$ cat src/rtl/life_pkg.sv
// life_pkg: shared FSM state type, default geometry/width parameters and the
// grid cell-index helper for the Game of Life generation controller.
package life_pkg;

    typedef enum logic [1:0] {
        IDLE = 2'd0,
        RUN  = 2'd1,
        STEP = 2'd2,
        DONE = 2'd3
    } state_t;

    localparam int unsigned LIFE_N      = 8;
    localparam int unsigned LIFE_RATE_W = 8;
    localparam int unsigned LIFE_GEN_W  = 16;

    // Flat bit position of cell (r,c) in an n-by-n grid vector.
    function automatic int unsigned cell_idx(input int unsigned r,
                                             input int unsigned c,
                                             input int unsigned n);
        return r * n + c;
    endfunction

endpackage

$ cat src/rtl/life_tick.sv
// life_tick: loadable down-counter that paces generations in free-run mode.
// zero is high whenever the count has reached 0 (a "tick" cycle).
module life_tick
    import life_pkg::*;
#(
    parameter int unsigned W = LIFE_RATE_W
) (
    input  logic         clk,
    input  logic         reset,
    input  logic         load,
    input  logic [W-1:0] load_val,
    input  logic         en,
    output logic         zero
);

    logic [W-1:0] cnt_q;

    // Reload on request, otherwise count down while enabled and stop at zero.
    always_ff @(posedge clk) begin
        if (!reset) begin
            cnt_q <= '0;
        end else if (load) begin
            cnt_q <= load_val;
        end else if (en && (cnt_q != '0)) begin
            cnt_q <= cnt_q - W'(1);
        end else begin
            cnt_q <= cnt_q;
        end
    end

    assign zero = (cnt_q == '0);

endmodule

$ cat src/rtl/life_ctrl.sv
// life_ctrl: Game of Life generation controller. Holds the current grid,
// loads seeds, and commits the datapath's next generation in single-step,
// free-run or run-to-limit mode.
// Optional build macro: LIFE_STILL_DETECT_EN -- stops a run on a still life
// and reports it on the extra 'still' output.
module life_ctrl
    import life_pkg::*;
#(
    parameter int unsigned N      = LIFE_N,
    parameter int unsigned RATE_W = LIFE_RATE_W,
    parameter int unsigned GEN_W  = LIFE_GEN_W
) (
    input  logic              clk,
    input  logic              reset,
    input  logic              seed_load,
    input  logic [N*N-1:0]    seed,
    input  logic              start,
    input  logic              step,
    input  logic              stop,
    input  logic [RATE_W-1:0] rate,
    input  logic [GEN_W-1:0]  gen_limit,
    input  logic [N*N-1:0]    grid_next,
    output logic [N*N-1:0]    grid,
    output logic              grid_evolve,
    output logic [GEN_W-1:0]  gen_count,
    output logic              busy,
    output logic              done
`ifdef LIFE_STILL_DETECT_EN
    ,
    output logic              still
`endif
);

    state_t             state_q;
    logic [N*N-1:0]     grid_q;
    logic [GEN_W-1:0]   gen_q;
    logic [GEN_W-1:0]   gen_inc_d;
    logic               evolve_q;
    logic               busy_q;
    logic               done_q;
    logic               limit_hit;
    logic               tick_load;
    logic               tick_en;
    logic               tick_zero;
`ifdef LIFE_STILL_DETECT_EN
    logic               still_q;
`endif

    // Saturating next count, limit detection and delay-counter control.
    always_comb begin
        if (gen_q != {GEN_W{1'b1}}) begin
            gen_inc_d = gen_q + GEN_W'(1);
        end else begin
            gen_inc_d = gen_q;
        end
        limit_hit = (gen_limit != '0) && (gen_inc_d == gen_limit);
        tick_en   = (state_q == RUN);
        if (state_q == IDLE) begin
            tick_load = !seed_load && !step && start;
        end else if (state_q == RUN) begin
            tick_load = tick_zero && !stop;
        end else begin
            tick_load = 1'b0;
        end
    end

    life_tick #(.W(RATE_W)) u_tick (
        .clk      (clk),
        .reset    (reset),
        .load     (tick_load),
        .load_val (rate),
        .en       (tick_en),
        .zero     (tick_zero)
    );

    // Generation FSM; grid, count and status flags all update on the same edge.
    always_ff @(posedge clk) begin
        if (!reset) begin
            state_q  <= IDLE;
            grid_q   <= '0;
            gen_q    <= '0;
            evolve_q <= 1'b0;
            busy_q   <= 1'b0;
            done_q   <= 1'b0;
`ifdef LIFE_STILL_DETECT_EN
            still_q  <= 1'b0;
`endif
        end else begin
            evolve_q <= 1'b0;
            case (state_q)
                IDLE: begin
                    if (seed_load) begin
                        grid_q <= seed;
                        gen_q  <= '0;
                    end else if (step) begin
                        state_q <= STEP;
                        busy_q  <= 1'b1;
                    end else if (start) begin
                        state_q <= RUN;
                        busy_q  <= 1'b1;
                    end
                end
                STEP: begin
                    grid_q   <= grid_next;
                    gen_q    <= gen_inc_d;
                    evolve_q <= 1'b1;
                    state_q  <= IDLE;
                    busy_q   <= 1'b0;
                end
                RUN: begin
                    if (stop) begin
                        // Abort wins over a coincident tick: nothing commits.
                        state_q <= IDLE;
                        busy_q  <= 1'b0;
`ifdef LIFE_STILL_DETECT_EN
                    end else if (tick_zero && (grid_next == grid_q)) begin
                        state_q <= DONE;
                        busy_q  <= 1'b0;
                        done_q  <= 1'b1;
                        still_q <= 1'b1;
`endif
                    end else if (tick_zero) begin
                        grid_q   <= grid_next;
                        gen_q    <= gen_inc_d;
                        evolve_q <= 1'b1;
                        if (limit_hit) begin
                            state_q <= DONE;
                            busy_q  <= 1'b0;
                            done_q  <= 1'b1;
                        end
                    end
                end
                DONE: begin
                    if (seed_load) begin
                        grid_q  <= seed;
                        gen_q   <= '0;
                        state_q <= IDLE;
                        done_q  <= 1'b0;
`ifdef LIFE_STILL_DETECT_EN
                        still_q <= 1'b0;
`endif
                    end else if (stop) begin
                        state_q <= IDLE;
                        done_q  <= 1'b0;
`ifdef LIFE_STILL_DETECT_EN
                        still_q <= 1'b0;
`endif
                    end
                end
                default: begin
                    state_q <= IDLE;
                    busy_q  <= 1'b0;
                    done_q  <= 1'b0;
                end
            endcase
        end
    end

    assign grid        = grid_q;
    assign grid_evolve = evolve_q;
    assign gen_count   = gen_q;
    assign busy        = busy_q;
    assign done        = done_q;
`ifdef LIFE_STILL_DETECT_EN
    assign still       = still_q;
`endif

endmodule

$ cat config.mk
export PLATFORM = sky130hd
export DESIGN_NAME = life_ctrl
export DESIGN_NICKNAME = d
export VERILOG_FILES = /design/src/rtl/life_pkg.sv /design/src/rtl/life_tick.sv /design/src/rtl/life_ctrl.sv
export SDC_FILE = /design/constraint.sdc
export NUM_CORES = 1
export LEC_CHECK = 0
export CELL_PAD_IN_SITES_DETAIL_PLACEMENT = 0
export CELL_PAD_IN_SITES_GLOBAL_PLACEMENT = 1
export CORE_ASPECT_RATIO = 1.25
export CORE_MARGIN = 2
export CORE_UTILIZATION = 30
export DETAILED_ROUTE_END_ITERATION = 12
export DONT_BUFFER_PORTS = 1
export PLACE_DENSITY = 0.62
export SYNTH_ARGS = -nofsm -noshare
export SYNTH_HDL_FRONTEND = slang
export SYNTH_SLANG_ARGS = --single-unit
$ cat constraint.sdc
create_clock -name clk -period 3.3 [get_ports clk]
set_input_delay 0.495 -clock clk [delete_from_list [all_inputs] [get_ports clk]]
set_output_delay 0.495 -clock clk [all_outputs]
set_load 0.005 [all_outputs]
# == Word-level counts from Yosys, hierarchy flattened ==
# Cells that the tools add are included.
# op_classes
n_reduce_logical,20
eq_ne,14
add_sub_neg,2
n_mux,38
# ops
op,n
$mux 64,3
$pmux 64 s3,1
$mux 16,4
$pmux 16 s3,1
$add 16x1->16 const B,1
$eq 16x16->1,1
$mux 2,8
$mux 8,2
$ne 16x16->1 const B,1
$reduce_bool 16->1,1
$mux 1,15
$reduce_and 5->1,3
$ne 3x3->1 const B,4
$logic_not 8->1,1
$ne 2x2->1 const B,4
$pmux 2 s4,1
$reduce_bool 8->1,1
$sub 8x1->8 const B,1
$logic_and 1x1->1,5
$eq 2x2->1 const B,2
$pmux 1 s2,2
$reduce_bool 2->1,2
$logic_not 1->1,3
$pmux 1 s3,1
other kinds (6),6
# totals
reg_bits,93
inputBits,158
output_inout_bits,83

# == Longest topological paths before layout ==
# logic_depth
ltp_word,8
mapped_depth,10

# == Cells and area by module ==
# From an unflattened synthesis, not the netlist that was laid out.
# hier_totals
hier_cells,588
hier_area_um2,5221.3
# by_module_without_submodules
module,seq_area_each_um2,cells_per_inst,instances,area_each_um2
life_ctrl,1701.6,529,1,4709.5
life_tick,160.2,59,1,511.7

# == Least setup slack after synthesis ==
# No wires, ideal clock.
# synth_path
kind,register -> register
from,"reg gen_q[0], in the netlist gen_count[0]"
to,"reg busy_q, in the netlist busy"
t_arrival_ns,2.798
stages_incl_launch_ff,11
period_less_slack_ns,2.914
path_buffers,1
slack_ns,0.386
cell_sequence,dfxtp_1 > ha_1 > nand3_1 > or4_1 > buf_2 > or4_4 > o21ai_2 > o2111ai_2 > nor4_1 > o21ai_0 > and3b_1
# synth_via
elab_chain_cells,6
elab_cells_between_ends,7
# synth_rtl
element,line,source
start: declaration,life_ctrl.sv:36,logic [GEN_W-1:0] gen_q;
start signal: assignment,life_ctrl.sv:105,gen_q <= gen_inc_d;
start signal: assignment,life_ctrl.sv:124,gen_q <= gen_inc_d;
$add 16x1->16 / $ne 16x16->1 (equally long branches),"life_ctrl.sv:52, life_ctrl.sv:51",
$mux 16 (*),life_ctrl.sv:51,if (gen_q != {GEN_W{1'b1}}) begin
$eq 16x16->1 (*),life_ctrl.sv:56,limit_hit = (gen_limit != '0) && (gen_inc_d == gen_limit);
$logic_and 1x1->1 (*),life_ctrl.sv:56,
$ne 3x3->1 (no line) (*),--,
$reduce_and 5->1 (no line) (*),--,
end signal: assignment,life_ctrl.sv:83,busy_q <= 1'b0;
end signal: assignment,life_ctrl.sv:97,busy_q <= 1'b1;
end signal: assignment,life_ctrl.sv:100,busy_q <= 1'b1;
end: declaration,life_ctrl.sv:39,logic busy_q;
# Every way passes the cells marked *; elsewhere a longest branch is shown, timed or not.
# A chain may end at the register's enable or synchronous reset.

# == Worst setup path after layout ==
# layout_path
from,"reg gen_q[1], in the netlist gen_count[1]"
to,"reg busy_q, in the netlist busy"
# The elaborated chain is that of the path after synthesis.

==> flow_metrics.py <==
metrics = {
    "outcome": {
        "run_status": "finished, final reports clean",
    },
    "routing": {
        "routedWlPerCell_microns": 18.5,
        "post-route-drc-count": 0,
        "vias_per_cell": 5.58,
        "wl_met2_microns": 7490,
        "detailroute.via_count": 4462,
        "top_signal_layer_used": "met4",
        "detail-route-antenna-nets": 0,
        "met3RoutedLength_microns": 1320,
        "met1Wirelength_microns": 5660,
        "drt-total-wl_microns": 14800,
        "drt-pass1-iter-count": 4,
        "drt_first_iter_violations": 220,
    },
    "synthesis": {
        "postSynthRegisterBits": 93,
        "ys_warn_count": 0,
        "synthArstFlopShare_pct": 0,
        "post_synthesis_cell_count": 589,
        "syn_nets": 755,
        "synth-edff-count": 0,
        "synthesis.area_per_instance_sq_um": 8.86,
        "synth_seq_area_share_pct": 35.7,
        "synthesis.area_sq_um": 5220,
        "synth-main-ff-cell": "dfxtp_1",
        "netlist-cell-type-count": 51,
    },
    "die": {
        "initial_utilization_pct": 30.9,
        "fp.dieArea_sq_um": 18500,
        "placement_rows": 53,
        "num_io_pins": 241,
        "coreArea_sq_um": 16900,
        "chipHeight_microns": 151,
        "die_w_microns": 122,
    },
    "clock_tree": {
        "cts.repair.resized": 0,
        "cts_max_level": 3,
        "ctsLongestPathBuffers": 2,
        "tritoncts.num_buffers": 9,
        "clock-sinks": 93,
        "ctsHoldBuffers": 0,
        "post_cts_buffers": 0,
        "clkTransAtPathRegs_ps": 80,
        "clk_latency_ps": 350,
        "tritoncts": "done",
        "root_buffer": "clkbuf_16",
    },
    "layout": {
        "final_standard_cell_area_without_fillers_sq_um": 5820,
        "diodes": 0,
        "post_route_cells_drive_above_1_share_pct": 7.94,
        "layout.nets": 740,
        "final.fill_count": 1765,
        "mostFrequentLayoutCells": "93 x dfxtp_1, 89 x nand2_1, 75 x o211a_1",
        "layout-area-overhead-vs-synth_pct": 11.5,
        "layout_commonest_cell": "dfxtp_1",
    },
    "grt": {
        "grt_first_pass_wirelength_microns": 22600,
        "grt.overflow.total": 0,
        "first_global_vias": 4367,
        "grt_start_max_net_pins": 94,
        "antenna_found_initial": 0,
        "grtUsageTotal_pct": 15.7,
    },
    "power_and_ir_drop": {
        "power.switching_w": 0.00208,
        "power_per_cell_area_nw_per_um2": 885,
        "power_switching_share_pct": 40.4,
        "seq_power_share_pct": 36.0,
        "pwr-share-comb_pct": 43.6,
        "vdd.ir_drop.worst_uv": 381,
        "power.share.clock_pct": 20.5,
        "cellLeakagePower_nw": 2.78,
        "p_int_w": 0.00307,
    },
    "timing": {
        "finalSetupViolations": 0,
        "final.period_utilization_pct": 92.4,
        "worst_slew_margin_rel_pct": 40.4,
        "timing.final.max_slew_violations": 0,
        "maxClockFrequency_mhz": 328,
        "finalCriticalPeriod_ps": 3050,
        "grt_setup_unrepaired": "false",
        "setup_total_negative_slack_ps": 0,
        "tightestPinTransition_ps": 888,
        "final-hold-violation-count": 0,
        "clock_skew_ps": 12.0,
    },
    "worst_setup_path": {
        "critical_path_peak_fanout": 7,
        "startpoint_type": "register",
        "cp.required_ps": 3550,
        "cp.arrival_ps": 3300,
        "crit_type": "register to register",
        "end_kind": "register",
    },
    "placed_design": {
        "post-dp-hpwl_microns": 10800,
        "finalWeightedCongestion": 0.885,
        "post_placement_cell_area_sq_um": 5520,
        "port-buffer-count": 0,
    },
    "min_path": {
        "hold_path_class": "input port to register",
    },
    "run": {
        "max_cap_violations": 0,
    },
}
[worst paths after layout]
| kind | cells past startpoint | from | end | slack (ps) |
|---|---|---|---|---|
| min | 1 | reset | grid[52]$_SDFFE_PN0P_ | 290 |
| max reg2reg | 9 | gen_count[1]$_SDFFE_PN0P_ | busy$_SDFFE_PN0P_ | 250 |
| min reg2reg | 1 | grid[54]$_SDFFE_PN0P_ | grid[54]$_SDFFE_PN0P_ | 530 |
| max | 9 | gen_count[1]$_SDFFE_PN0P_ | busy$_SDFFE_PN0P_ | 250 |
[routing by layer]
layer,vias up,global-route usage (%)
li1,2128,-
met1,2087,17.0
met2,223,28.5
met3,24,4.64
met4,0,5.92
met5,-,0
[sequential cells by signal, summed over array words and instances (netlist names)]
name / cells
grid_evolve: 1
state_q: 2
gen_count: 16
busy: 1
grid: 64
done: 1
u_tick.cnt_q: 8
[cells by family (layout without fill, tap and decap cells)]
group                      Yosys count  in the layout  share of synthesized area [%]
buffers and inverters               61             51                           4.70
adders and majority gates            8              8                           1.92
and+or+nand+nor                    192            192                           18.3
xor gates and xnor gates            25             25                           4.19
muxes                               66             66                           12.7
DFF                                 93             93                           35.7
AOI/OAI and AO/OA                  144            144                           22.6
[critical path: stages, from the launching register on]
cell,delay [ps]
dfxtp_1,480
ha_1,230
nand3_1,180
or4_1,550
or4_4,550
o21ai_2,80
o2111ai_2,190
nor4_1,390
o21ai_0,130
and3b_1,180
[area by class of cell]
class | count | area, sq um | share of cell area (%)
clock buffer | 9 | 225 | 3.87
inverter | 13 | 48.8 | 0.838
timing repair buffer | 22 | 203 | 3.48
multi-input combinational | 435 | 3130 | 53.8
tap | 220 | 275 | 4.73
clock inverter | 7 | 75.1 | 1.29
sequential | 93 | 1860 | 32.0
[cell usage after synthesis, types with 3 or more instances]
cell,n,area [sq um]
a21oi_1,21,105
a31oi_1,5,31.3
and2_1,5,31.3
and3_1,3,18.8
buf_1,3,11.3
buf_2,7,35.0
clkbuf_1,36,135
dfxtp_1,93,1860
ha_1,8,100
inv_1,13,48.8
mux2i_1,66,661
nand2_1,89,334
nand2b_1,3,18.8
nand3_1,12,60.1
nand4_1,8,50.1
nor2_1,16,60.1
nor2b_1,8,50.1
nor3_1,7,35.0
nor3b_1,4,30.0
nor4_1,17,106
o211a_1,75,751
o21ai_0,20,100
or3_1,6,37.5
or4_1,5,37.5
xnor2_1,14,123
xor2_1,11,96.3
[per-stage QoR]
stage	hold slack (ps)	power, W	cells	utilization (%)	setup WS, ps
global placement	511	0.00409	783	32.7	305
CTS	263	0.00524	799	34.4	265
floorplan	489	0.00357	589	-	386
global route	253	0.00557	799	34.4	39.9
finish	288	0.00516	799	34.4	251
detailed placement	515	0.00415	783	32.7	271
[power groups by stage]
stage / clock [W] / combinational, W / sequential [W]
global route: 0.00115 / 0.00251 / 0.00191
CTS: 0.00110 / 0.00228 / 0.00187
floorplan: 0 / 0.00178 / 0.00179
finish: 0.00106 / 0.00225 / 0.00185
detailed placement: 0 / 0.00227 / 0.00189
global placement: 0 / 0.00220 / 0.00188
(Power assumes the default switching activity.)
